[config.mk]
export PLATFORM = sky130hd
export DESIGN_NAME = coeff_sequencer
export DESIGN_NICKNAME = d
export VERILOG_FILES = /design/src/rtl/coeff_sequencer.sv
export SDC_FILE = /design/constraint.sdc
export NUM_CORES = 1
export LEC_CHECK = 0
export CAP_MARGIN = 20
export CORE_ASPECT_RATIO = 2
export CORE_MARGIN = 10
export CORE_UTILIZATION = 39
export DETAILED_ROUTE_END_ITERATION = 8
export PLACE_DENSITY = 0.79
export SLEW_MARGIN = 20
export SYNTH_ARGS = -nofsm -noshare
export SYNTH_HDL_FRONTEND = slang
export SYNTH_SLANG_ARGS = --single-unit
[constraint.sdc]
create_clock -name i_clk_sys -period 1.9 [get_ports i_clk_sys]
set_input_delay 0.19 -clock i_clk_sys [delete_from_list [all_inputs] [get_ports i_clk_sys]]
set_output_delay 0.19 -clock i_clk_sys [all_outputs]
set_load 0.01 [all_outputs]
[src/rtl/coeff_sequencer.sv]
// Copies one coefficient set from the register file into the crossover filter
// shadow registers, then commits it on the next audio sample strobe.
module coeff_sequencer #(
  parameter int DATA_W     = 32,
  parameter int NUM_COEFFS = 10
) (
  input  logic              i_clk_sys,
  input  logic              i_rstn,
  input  logic              i_coeffs_rdy,
  output logic [3:0]        o_reg_addr,
  input  logic [DATA_W-1:0] i_reg_data,
  input  logic              i_sample_strobe,
  output logic [3:0]        o_coeff_sel,
  output logic [DATA_W-1:0] o_coeff_data,
  output logic              o_coeff_wr,
  output logic              o_coeff_commit,
  output logic              o_busy,
  output logic              o_abort,
  output logic [7:0]        o_commit_cnt,
  output logic [2:0]        dbg_state
);

  localparam logic [2:0] S_IDLE   = 3'd0;
  localparam logic [2:0] S_ISSUE  = 3'd1;
  localparam logic [2:0] S_WAIT   = 3'd2;
  localparam logic [2:0] S_CAPT   = 3'd3;
  localparam logic [2:0] S_WT_SMP = 3'd4;

  localparam logic [3:0] LAST_IDX = 4'(NUM_COEFFS - 1);

  logic [2:0] state;
  logic [3:0] idx;

  assign dbg_state = state;

  // Handshake: there is no back-pressure anywhere. i_coeffs_rdy and
  // i_sample_strobe are single-cycle pulses that are sampled once, and
  // o_coeff_wr / o_coeff_commit / o_abort are single-cycle pulses that the
  // filters must take on the cycle they are high.
  always_ff @(posedge i_clk_sys) begin
    if (!i_rstn) begin
      state          <= S_IDLE;
      idx            <= 4'd0;
      o_reg_addr     <= 4'd0;
      o_coeff_sel    <= 4'd0;
      o_coeff_data   <= '0;
      o_coeff_wr     <= 1'b0;
      o_coeff_commit <= 1'b0;
      o_busy         <= 1'b0;
      o_abort        <= 1'b0;
      o_commit_cnt   <= 8'd0;
    end else begin
      o_coeff_wr     <= 1'b0;
      o_coeff_commit <= 1'b0;
      o_abort        <= 1'b0;
      // A new set arriving mid-sequence restarts the walk; any write or
      // commit the current state would have produced this edge is dropped.
      if (state != S_IDLE && i_coeffs_rdy) begin
        o_abort    <= 1'b1;
        idx        <= 4'd0;
        o_reg_addr <= 4'd0;
        state      <= S_ISSUE;
      end else begin
        case (state)
          S_IDLE: begin
            if (i_coeffs_rdy) begin
              idx        <= 4'd0;
              o_reg_addr <= 4'd0;
              o_busy     <= 1'b1;
              state      <= S_ISSUE;
            end
          end
          S_ISSUE: state <= S_WAIT;
          S_WAIT:  state <= S_CAPT;
          S_CAPT: begin
            o_coeff_data <= i_reg_data;
            o_coeff_sel  <= idx;
            o_coeff_wr   <= 1'b1;
            if (idx < LAST_IDX) begin
              idx        <= idx + 4'd1;
              o_reg_addr <= idx + 4'd1;
              state      <= S_ISSUE;
            end else begin
              state <= S_WT_SMP;
            end
          end
          S_WT_SMP: begin
            if (i_sample_strobe) begin
              o_coeff_commit <= 1'b1;
              o_busy         <= 1'b0;
              o_commit_cnt   <= o_commit_cnt + 8'd1;
              state          <= S_IDLE;
            end
          end
          default: begin
            o_busy <= 1'b0;
            state  <= S_IDLE;
          end
        endcase
      end
    end
  end

endmodule

### After elaboration in Yosys (flattened, before gate mapping)

Cells that the tools add are included.

* register bits after elaboration: 55
* input port bits: 36
* output and inout port bits: 55

* eq/ne operators: 9
* reduce and logical (&&, ||, !) cells: 13
* order comparisons: 1
* add/subtract/negate cells: 2
* bitwise operators: 4
* multiplexer cells: 14

Operator list (count)
* 3-bit case mux with 5 select lines: 1
* 3-bit 2-to-1 mux: 3
* 8-bit by 1-bit adder with 8-bit output (second input constant): 1
* 4-bit 2-to-1 mux: 2
* 4-bit case mux with 2 select lines: 1
* 3-bit by 2-bit equality test with 1-bit output (second input constant): 2
* 1-bit 2-to-1 mux: 6
* 2-bit != test (second input constant): 3
* 3-bit != test (second input constant): 2
* 2-bit AND reduction: 3
* 3-bit AND reduction: 2
* 3-bit OR reduction: 2
* 4-bit by 1-bit adder with 4-bit output (second input constant): 1
* 4-bit < comparator (second input constant): 1
* 1-bit NOT: 4
* 4-bit AND reduction: 1
* 3-bit by 1-bit equality test with 1-bit output (second input constant): 1
* 3-bit equality test (second input constant): 1
* 3-bit logical NOT: 1
* 1-bit case mux with 3 select lines: 1
* 3-bit nonzero test: 1
* 2-bit nonzero test: 1
* 2-bit OR reduction: 1
* 1-bit logical AND: 1

### Depth between registers and ports, before layout

Gate-level depths: netlist of run 1.

* depth after elaboration: 4
* gate-level depth with buffers: 9
* mapped depth without buffers: 7

### Least setup slack after synthesis of run 1

No wires, ideal clock.

* kind: reg-to-reg
* start: reg state[2] (netlist: dbg_state[2])
* end: reg o_commit_cnt[6]
* arrival: 1822 ps
* path buffers: 1
* slack: -49 ps
* library setup time: 128 ps
* cell stages (with the launch flop): 8
* data required time: 1772 ps
* path through: dfxtp_1 buf_4 or3_1 ha_1 nand4b_2 nor4b_2 xnor2_1 nor2_1

* cells in the longest elaborated chain, start to end: 4

RTL lines
* start, declared: RTL line 31 `logic [2:0] state;`
* start signal, assigned: RTL line 42 `state <= S_IDLE;`
* start signal, assigned: RTL line 62 `state <= S_ISSUE;`
* start signal, assigned: RTL line 70 `state <= S_ISSUE;`
* 3-bit nonzero test: RTL line 58 `if (state != S_IDLE && i_coeffs_rdy) begin`
* 1-bit logical AND: RTL line 58
* 1-bit NOT (no line)
* 3-bit AND reduction (no line) *
* end signal, assigned: RTL line 91 `o_commit_cnt <= o_commit_cnt + 8'd1;`
* end, declared: RTL line 19 `output logic [7:0] o_commit_cnt,`

Mark *: on every way between the ends. The rest lies on a longest branch, timed or not.
A chain may end at the register's enable or synchronous reset.

### Worst setup path after layout of run 1

* start: reg state[1] (netlist: dbg_state[1])
* end: reg o_commit_cnt[6]

The elaborated chain is that of the path after synthesis.

==> results.toml, run 1 <==
[status]
status = "completed"

[floorplan]
rows = 39
die_x_um = 73.7
die_h_um = 127
dieArea_um2 = 9400
initial_utilization_pct = 39.8
core_region_area_um2 = 5660
ios = 91

[global_routing]
antenna_found_initial = 0
grt_pass1_vias = 2122
grt_max_degree = 47
grt-ovfl-total = 0
grt_usage_pct = 13.3
grt_pass1_wl_um = 10200

[sta]
layout_min_cycle_time_ns = 1.80
grt_setup_unrepaired = "no"
fin_worst_skew_ns = 0.00430
slew_headroom_pct = 67.1
fmax_mhz = 555
slew_violations = 0
fin_tns_setup_ns = 0
setup_ws_ns = 0.0976
setup_violations = 0
worstMarginPinSlew_ns = 0.494
hold_violations = 0
min_period_over_period_pct = 94.9
holdWs_ns = 0.449

[clock_tree]
post_cts_resize_count = 0
numCtsBuffers = 5
clk_path_buf_depth = 2
post_cts_buffers = 0
clock_latency_ns = 0.28
cts_tree = "done"
postCtsHoldBufs = 0
clk_pin_slew_ns = 0.07
clock-root-buffer = "clkbuf_16"
cts.sinks = 55
h-tree-depth = 2

[drt]
ant_nets = 0
drcViolationCount = 0
vias_per_cell = 5.00
drtPass1Iterations = 4
wirelength_um = 6510
vias = 2112
first_iter_violations = 102
wire_per_inst_um = 15.4

[pwr]
vdd_ir_drop_max_v = 0.000761
power.density_nw_per_um2 = 917
p_leak_nw = 1.25

[place]
hpwl_um = 4990
numPortBuffers = 90
preCtsSetupSlack_ns = 0.0517
dpl-instance-area_um2 = 3260
globalplace.congestion = 0.857

[yosys]
synth_seq_area_share_pct = 48.9
yosysWarnings = 0
syn_area_um2 = 2250
syn_area_per_cell_um2 = 8.37
ys_types = 38
ys_ff_latch = 55
synthCells = 269
syn_nets = 311

[worst_hold_path]
holdPathStages = 3
min_to = "o_coeff_data[19]$_SDFFE_PN0P_"
hold_class = "input port to flop"
worstHoldStart = "i_reg_data[19]"

[flow_run]
maxCapViolCount = 0

[final_layout]
num_antenna_cells = 0
area_growth_pct = 52.5
nets = 402
final_cell_area_um2 = 3430
drive_above_1_share_pct = 7.76
postLayoutCoreUtil_pct = 60.7

[critical_path]
critPathCaptureType = "flop"
crit_arrival_ns = 1.96
r2r_cells = 6
critPathKind = "flop to flop"
ff2ff_setup_slack_ns = 0.1
cp-start-kind = "flop"
worstPathCellList = "or3_4 -> ha_4 -> nand4b_2 -> nor4b_2 -> xnor2_1 -> nor2_1"
timing.rr.end = "o_commit_cnt[6]$_SDFFE_PN0P_"
required_ns = 2.06
cpMaxStageDelayCell = "or3_4"
crit_fanout = 7
cp_slowest_stage_delay_ns = 0.41
r2r-start = "dbg_state[1]$_SDFFE_PP0P_"
## worst max-delay path by stage
| stage | cells past startpoint | endpoint | slack, ns | start |
|---|---|---|---|---|
| 5_1_grt | 6 | o_commit_cnt[6]$_SDFFE_PN0P_ | 0.01 | dbg_state[1]$_SDFFE_PP0P_ |
| 4_1_cts | 6 | o_commit_cnt[6]$_SDFFE_PN0P_ | 0.10 | dbg_state[1]$_SDFFE_PP0P_ |
| 2_1_floorplan | 7 | o_commit_cnt[6]$_SDFFE_PN0P_ | 0.02 | dbg_state[1]$_SDFFE_PP0P_ |
| 6_report | 6 | o_commit_cnt[6]$_SDFFE_PN0P_ | 0.1 | dbg_state[1]$_SDFFE_PP0P_ |
| 3_5_place_dp | 6 | idx[3]$_SDFFE_PP0P_ | 0.05 | i_coeffs_rdy |
| 3_3_place_gp | 6 | idx[1]$_SDFFE_PP0P_ | 0.12 | i_coeffs_rdy |
## area by class of cell
type / count / area [um^2]
fill: 520 / 2230
sequential: 55 / 1100
multi-input combinational: 192 / 1060
timing repair buffer: 99 / 993
clock buffer: 6 / 139
tap: 61 / 76.3
clock inverter: 2 / 38.8
inverter: 7 / 26.3
## power breakdown
group	internal, W	total [W]	switching [W]	leakage [nW]
logic	0.000399	0.000825	0.000426	0.714
clock network	0.000663	0.00106	0.000399	0.0875
registers	0.00122	0.00126	0.0000373	0.445
total	0.00229	0.00315	0.000862	1.25
## state kept, by name, indices dropped and copies added (netlist names), 3 cells and up
register,count
dbg_state,3
o_coeff_data,32
o_commit_cnt,8
o_coeff_sel,4
idx,4
## layout by cell type, fill, tap and decap left out, drive strengths merged, types with 2 or more instances in the layout
| master | count |
|---|---|
| mux2i | 2 |
| ha | 6 |
| nand4b | 5 |
| dfxtp | 55 |
| nand2b | 3 |
| or2 | 2 |
| inv | 8 |
| or3 | 2 |
| nor3b | 2 |
| clkdlybuf4s50 | 90 |
| a21oi | 42 |
| clkbuf | 6 |
| o21ai | 5 |
| nand3 | 5 |
| nand4 | 3 |
| nand2 | 80 |
| buf | 9 |
| a2111oi | 2 |
| xnor2 | 2 |
| nor2b | 2 |
| nor2 | 16 |
| xor2 | 4 |
## cell usage after synthesis, drive strengths merged
master | count | area share [%]
xnor2 | 2 | 0.78
o21ai | 5 | 1.1
inv | 7 | 1.2
nor3b | 2 | 1.2
a311oi | 1 | 0.39
dfxtp | 55 | 49
ha | 6 | 3.3
nand2 | 80 | 13
and3 | 1 | 0.28
or2 | 2 | 0.67
nand3 | 5 | 1.1
and4b | 1 | 0.44
nor2 | 16 | 2.8
nor4 | 1 | 0.28
a21oi | 42 | 9.3
nand4 | 3 | 0.83
xor2 | 4 | 1.6
nand2b | 3 | 0.83
nand4b | 5 | 2.2
nor2b | 2 | 0.56
or3 | 2 | 0.56
nor4b | 1 | 0.67
a2111oi | 2 | 1.9
clkbuf | 4 | 0.67
buf | 11 | 3.1
a31oi | 1 | 0.28
nand3b | 1 | 0.33
mux2i | 2 | 0.89
and4 | 1 | 0.39
nor3 | 1 | 0.22
## routing by layer
layer | global-route usage (%) | part of all wire (%)
met1 | 12.4 | 35
met2 | 26.0 | 57
met3 | 2.48 | 5.4
met4 | 5.73 | 2.4
met5 | 0 | 0
## logic make-up after synthesis
kind of cell | after synthesis | share of synthesized area [%]
AOI/OAI and AO/OA | 51 | 13.0
xor gates and xnor gates | 6 | 2.33
buffers and inverters | 22 | 4.89
and+or+nand+nor | 127 | 26.7
muxes | 2 | 0.889
adders and majority gates | 6 | 3.33
DFF | 55 | 48.9
## through the flow
step	instances	power [W]
after detailed placement	414	0.00211
after global routing	422	0.00329
after global placement	414	0.00209
final	422	0.00315
after CTS	422	0.00318
after floorplan	269	0.00178
## worst max-delay path: cells and delay by family, from the launching register on
kind / cells / cell delay [ns]
adders and majority gates: 1 / 0.20
and+or+nand+nor: 4 / 1.03
DFF: 1 / 0.32
xor gates and xnor gates: 1 / 0.15
(Power assumes the default switching activity.)
==> run 2, diff against run 1 <==
- CELL_PAD_IN_SITES_DETAIL_PLACEMENT: unset -> 1
- CELL_PAD_IN_SITES_GLOBAL_PLACEMENT: unset -> 1
- CORE_MARGIN: 10 -> 2
- CORE_UTILIZATION: 39 -> 27
- PLACE_DENSITY: 0.79 -> 0.77
==> results.toml, run 2 (synthesized netlist as in run 1, its figures left out) <==
[drt]
vias = 2174
wire_per_inst_um = 14.8
wirelength_um = 6820
ant_nets = 0
drtPass1Iterations = 4
drcViolationCount = 0
first_iter_violations = 69
vias_per_cell = 4.74

[sta]
slew_violations = 0
holdWs_ns = 0.442
hold_violations = 0
setup_violations = 0
layout_min_cycle_time_ns = 1.80
fin_tns_setup_ns = 0
slew_headroom_pct = 75.0
fin_worst_skew_ns = 0.00519
setup_ws_ns = 0.0976
worstMarginPinSlew_ns = 0.375
grt_setup_unrepaired = "no"
fmax_mhz = 555
min_period_over_period_pct = 94.9

[critical_path]
crit_fanout = 7
cp-start-kind = "flop"
critPathCaptureType = "flop"
required_ns = 2.08
critPathKind = "flop to flop"
crit_arrival_ns = 1.98

[clock_tree]
cts.sinks = 55
post_cts_buffers = 0
clk_path_buf_depth = 2
clock_latency_ns = 0.29
h-tree-depth = 2
clk_pin_slew_ns = 0.07
cts_tree = "done"
numCtsBuffers = 5
postCtsHoldBufs = 0
clock-root-buffer = "clkbuf_16"
post_cts_resize_count = 0

[place]
preCtsSetupSlack_ns = -0.00372
placed_cells = 452
hpwl_um = 5130
numPortBuffers = 90
globalplace.congestion = 0.842

[global_routing]
grt-ovfl-total = 0
grt_pass1_wl_um = 10500
antenna_found_initial = 0
grt_max_degree = 37
grt_pass1_vias = 2219
grt_usage_pct = 15.2

[final_layout]
fill_cells = 977
final_cells = 459
largestRegisters = "o_coeff_data: 32 flops, o_commit_cnt: 8 flops"
area_growth_pct = 54.4
largest_reg_flops = 32
register_area_um2 = 1100
top_register = "o_coeff_data"
multi_input_area_um2 = 1070
layout_commonest_cell = "clkdlybuf4s50_1"
nets = 403
drive_above_1_share_pct = 7.48
num_antenna_cells = 0
final_cell_mix = "clkdlybuf4s50_1 (90), nand2_1 (80), dfxtp_1 (54)"

[status]
status = "completed"

[floorplan]
dieArea_um2 = 9130
die_h_um = 133
die_x_um = 68.6
ios = 91
initial_utilization_pct = 27.6
core_region_area_um2 = 8170
rows = 47

[worst_hold_path]
hold_class = "input port to flop"

[pwr]
power.density_nw_per_um2 = 899
report.power.total_w = 0.00313
vdd_ir_drop_max_v = 0.000403
p_leak_nw = 1.24

[flow_run]
maxCapViolCount = 0
==> run 2: changes by cell type in the layout (fill, tap and decap cells not counted) <==
cell / delta
nor4b_4: +1
buf_4: +1
inv_6: -1
clkbuf_8: -1
clkbuf_1: +1
nor4b_2: -1
==> run 2: area by class of cell <==
class | count | area share (%)
Tap cell | 98 | 3.53
Clock inverter | 1 | 0.863
Timing Repair Buffer | 100 | 28.8
Multi-Input combinational cell | 192 | 30.7
Sequential cell | 55 | 31.7
Clock buffer | 6 | 3.71
Inverter | 7 | 0.755
==> run 2: path summary, 6_finish.rpt <==
kind	slack (ns)	depth (start not counted)	end	from
min reg2reg	0.46	2	o_coeff_data[5]$_SDFFE_PN0P_	o_coeff_data[5]$_SDFFE_PN0P_
max	0.1	6	o_commit_cnt[6]$_SDFFE_PN0P_	dbg_state[1]$_SDFFE_PP0P_
max reg2reg	0.1	6	o_commit_cnt[6]$_SDFFE_PN0P_	dbg_state[1]$_SDFFE_PP0P_
min	0.44	3	o_coeff_data[16]$_SDFFE_PN0P_	i_reg_data[16]
==> run 2: worst max-delay path, cell delays in order, from the launching register on <==
cell,delay [ns]
dfxtp_1,0.31
or3_4,0.40
ha_4,0.19
nand4b_2,0.27
nor4b_4,0.33
xnor2_1,0.14
nor2_1,0.05
==> run 2: power by group <==
group          leakage [nW]  internal (W)  switching (W)
registers             0.445       0.00122      0.0000376
clock network        0.0769      0.000616       0.000397
logic                 0.719      0.000408       0.000444
==> run 2: metal layers <==
layer	track usage, %	up-vias	wire [um]
met5	0	-	0
li1	-	1068	-
met4	8.33	0	230
met2	28.8	63	3920
met3	2.87	15	245
met1	14.1	1028	2420
==> run 2: metrics by stage <==
step / util, % / area, um^2
after floorplan: - / 2270
after global placement: 40.5 / 3310
after detailed placement: 40.5 / 3310
after CTS: 42.4 / 3470
after global routing: 42.6 / 3480
final: 42.6 / 3480
==> run 3, diff against run 2 <==
- ABC_AREA: unset -> 1
- PLACE_DENSITY: 0.77 -> 0.79
- TNS_END_PERCENT: unset -> 5
==> results.toml, run 3 <==
[yosys]
synth_edf_count = 0
synth_top_family_by_area = "simple AND/OR/NAND/NOR gates"
synth_area_leader_cell = "dfxtp_1"
ys_ff_latch = 55
synthCells = 299
yosysWarnings = 0
syn_area_per_cell_um2 = 7.50
yosys.area_share.xor_xnor_pct = 0.781
synth_commonest_cells = "nor2_1 (81), dfxtp_1 (55), nand2_1 (39), o21ai_0 (28), inv_1 (23)"
syn_nets = 341
ys.flop_type = "dfxtp_1"
synthArstFlopShare_pct = 0
synth_seq_area_share_pct = 49.1
synth.area.mux_share_pct = 0
yosys.area.top_type_share_pct = 49.1
ys_types = 23
synth-compound-area-share_pct = 13.4
yosysMostFrequentCell = "nor2_1"
syn_area_um2 = 2240
synthAdderAreaFrac_pct = 3.35
synth-simple-area-share_pct = 25.5
synth_area_leaders = "dfxtp_1 (49%), nor2_1 (14%), nand2_1 (6.5%)"

[global_routing]
grt_usage_pct = 16.8
antenna_found_initial = 0
grt-ovfl-total = 0
grt_pass1_vias = 2492
grtUsageMet1_pct = 16.7
grt_pass1_wl_um = 11700
grtUsageMet2_pct = 31.5
grt-busiest-layer = "met2"
use_met3_pct = 2.81
grt_max_degree = 45

[drt]
wire_per_inst_um = 14.1
first_iter_violations = 69
wirelength_um = 6960
drcViolationCount = 0
drtPass1Iterations = 2
ant_nets = 0
vias_per_cell = 4.58
vias = 2262

[sta]
slew_violations = 0
slew_headroom_pct = 61.5
fin_tns_setup_ns = 0
min_period_over_period_pct = 84.8
fmax_mhz = 621
worstMarginPinSlew_ns = 0.576
grt_setup_unrepaired = "no"
holdWs_ns = 0.481
hold_violations = 0
fin_worst_skew_ns = 0.00250
setup_ws_ns = 0.289
setup_violations = 0
layout_min_cycle_time_ns = 1.61

[place]
preCtsSetupSlack_ns = 0.0444
placed_cells = 484
hpwl_um = 5240
numPortBuffers = 90
globalplace.congestion = 0.778

[clock_tree]
cts.sinks = 55
h-tree-depth = 2
clk_pin_slew_ns = 0.07
clock_latency_ns = 0.29
numCtsBuffers = 5
clk_path_buf_depth = 2
postCtsHoldBufs = 0
clock-root-buffer = "clkbuf_16"
cts_tree = "done"

[floorplan]
ios = 91
rows = 47
die_x_um = 68.5
initial_utilization_pct = 27.4
dieArea_um2 = 9100
core_region_area_um2 = 8170
die_h_um = 133

[critical_path]
critPathBufInv = 2
cp_slowest_stage_delay_ns = 0.31
critPathCaptureType = "flop"
critPathKind = "flop to flop"
cp-start-kind = "flop"
crit_arrival_ns = 1.79
required_ns = 2.08
cpMaxStageDelayCell = "dfxtp_1"
worstPathCellList = "nor2_1 -> nand2_1 -> ha_2 -> inv_1 -> nand2_1 -> nor2_4 -> inv_2 -> o21ai_0 -> a21oi_1"
critPathTopFamily = "simple AND/OR/NAND/NOR gates"
crit_fanout = 5
crit_top_cell = "nand2_1"

[final_layout]
drive_above_1_share_pct = 7.32
top_register = "o_coeff_data"
layout_commonest_cell = "clkdlybuf4s50_1"
postLayoutCoreUtil_pct = 41.9
final_cells = 494
area_growth_pct = 52.5
num_antenna_cells = 0
final_cell_mix = "clkdlybuf4s50_1 (90), nor2_1 (81), dfxtp_1 (55)"
largestRegisters = "o_coeff_data: 32 flops, o_commit_cnt: 8 flops"
largest_reg_flops = 32
nets = 439

[pwr]
p_leak_nw = 1.44
vdd_ir_drop_max_v = 0.000438
power.density_nw_per_um2 = 1040

[status]
status = "completed"

[worst_hold_path]
hold_class = "input port to flop"

[flow_run]
maxCapViolCount = 0
-- run 3: cell types whose count changed after synthesis, sizes merged, moves of 5 or more --
cell / delta
inv: +21
nor2: +69
nand4b: -5
a21oi: -30
o21ai: +39
nand2: -40
-- run 3: cells by family after synthesis --
group / Yosys count
AOI/OAI and AO/OA: 59
xor gates and xnor gates: 2
adders and majority gates: 6
buffers and inverters: 40
DFF: 55
and+or+nand+nor: 137
-- run 3: where the power goes --
part	internal (W)	leakage, nW	total [W]	switching [W]
clock	0.000475	0.0628	0.000866	0.000391
sequential	0.00133	0.446	0.00143	0.0000990
combinational	0.000603	0.936	0.00127	0.000666
-- run 3: final cells by class --
cell class	count	area, um^2
clock buffers	6	129
fillers	997	4750
inverters	28	105
multi-input cells	205	973
flip-flops and latches	55	1100
well taps	98	123
repair buffers	102	991
-- run 3: worst paths after layout --
kind	depth (start not counted)	slack [ns]	endpoint	start
setup reg to reg	9	0.29	o_commit_cnt[0]$_SDFFE_PN0P_	dbg_state[1]$_SDFFE_PP0P_
hold / removal	3	0.48	o_coeff_data[12]$_SDFFE_PN0P_	i_reg_data[12]
hold reg to reg	2	0.49	o_busy$_SDFFE_PN0P_	o_busy$_SDFFE_PN0P_
setup / recovery	9	0.29	o_commit_cnt[0]$_SDFFE_PN0P_	dbg_state[1]$_SDFFE_PP0P_
-- run 3: through the flow --
stage	power (W)	cell area, um^2
6_report	0.00356	3420
5_1_grt	0.00381	3420
4_1_cts	0.00361	3390
3_5_place_dp	0.00272	3260
3_3_place_gp	0.00268	3260
2_1_floorplan	0.00207	2240
-- run 3: worst register-to-register path, cell delays in order, from the launching register on --
cell     delay, ns
dfxtp_1       0.31
nor2_1        0.14
nand2_1       0.10
ha_2          0.23
inv_1         0.09
nand2_1       0.12
nor2_4        0.17
inv_2         0.08
o21ai_0       0.19
a21oi_1       0.07
-- run 3: metal layers --
| metal | up-vias | share of wire [%] |
|---|---|---|
| met5 | - | 0 |
| met4 | 0 | 3.1 |
| li1 | 1138 | - |
| met2 | 58 | 58 |
| met3 | 11 | 3.6 |
| met1 | 1055 | 35 |
-- run 3: timing repair --
| action | 4_1_cts | 5_1_grt |
|---|---|---|
| buffers inserted | 0 | 3 |
| gates resized for setup | 0 | 1 |
| hold endpoints to repair | 0 | 0 |
| setup endpoints to repair | 0 | 4 |
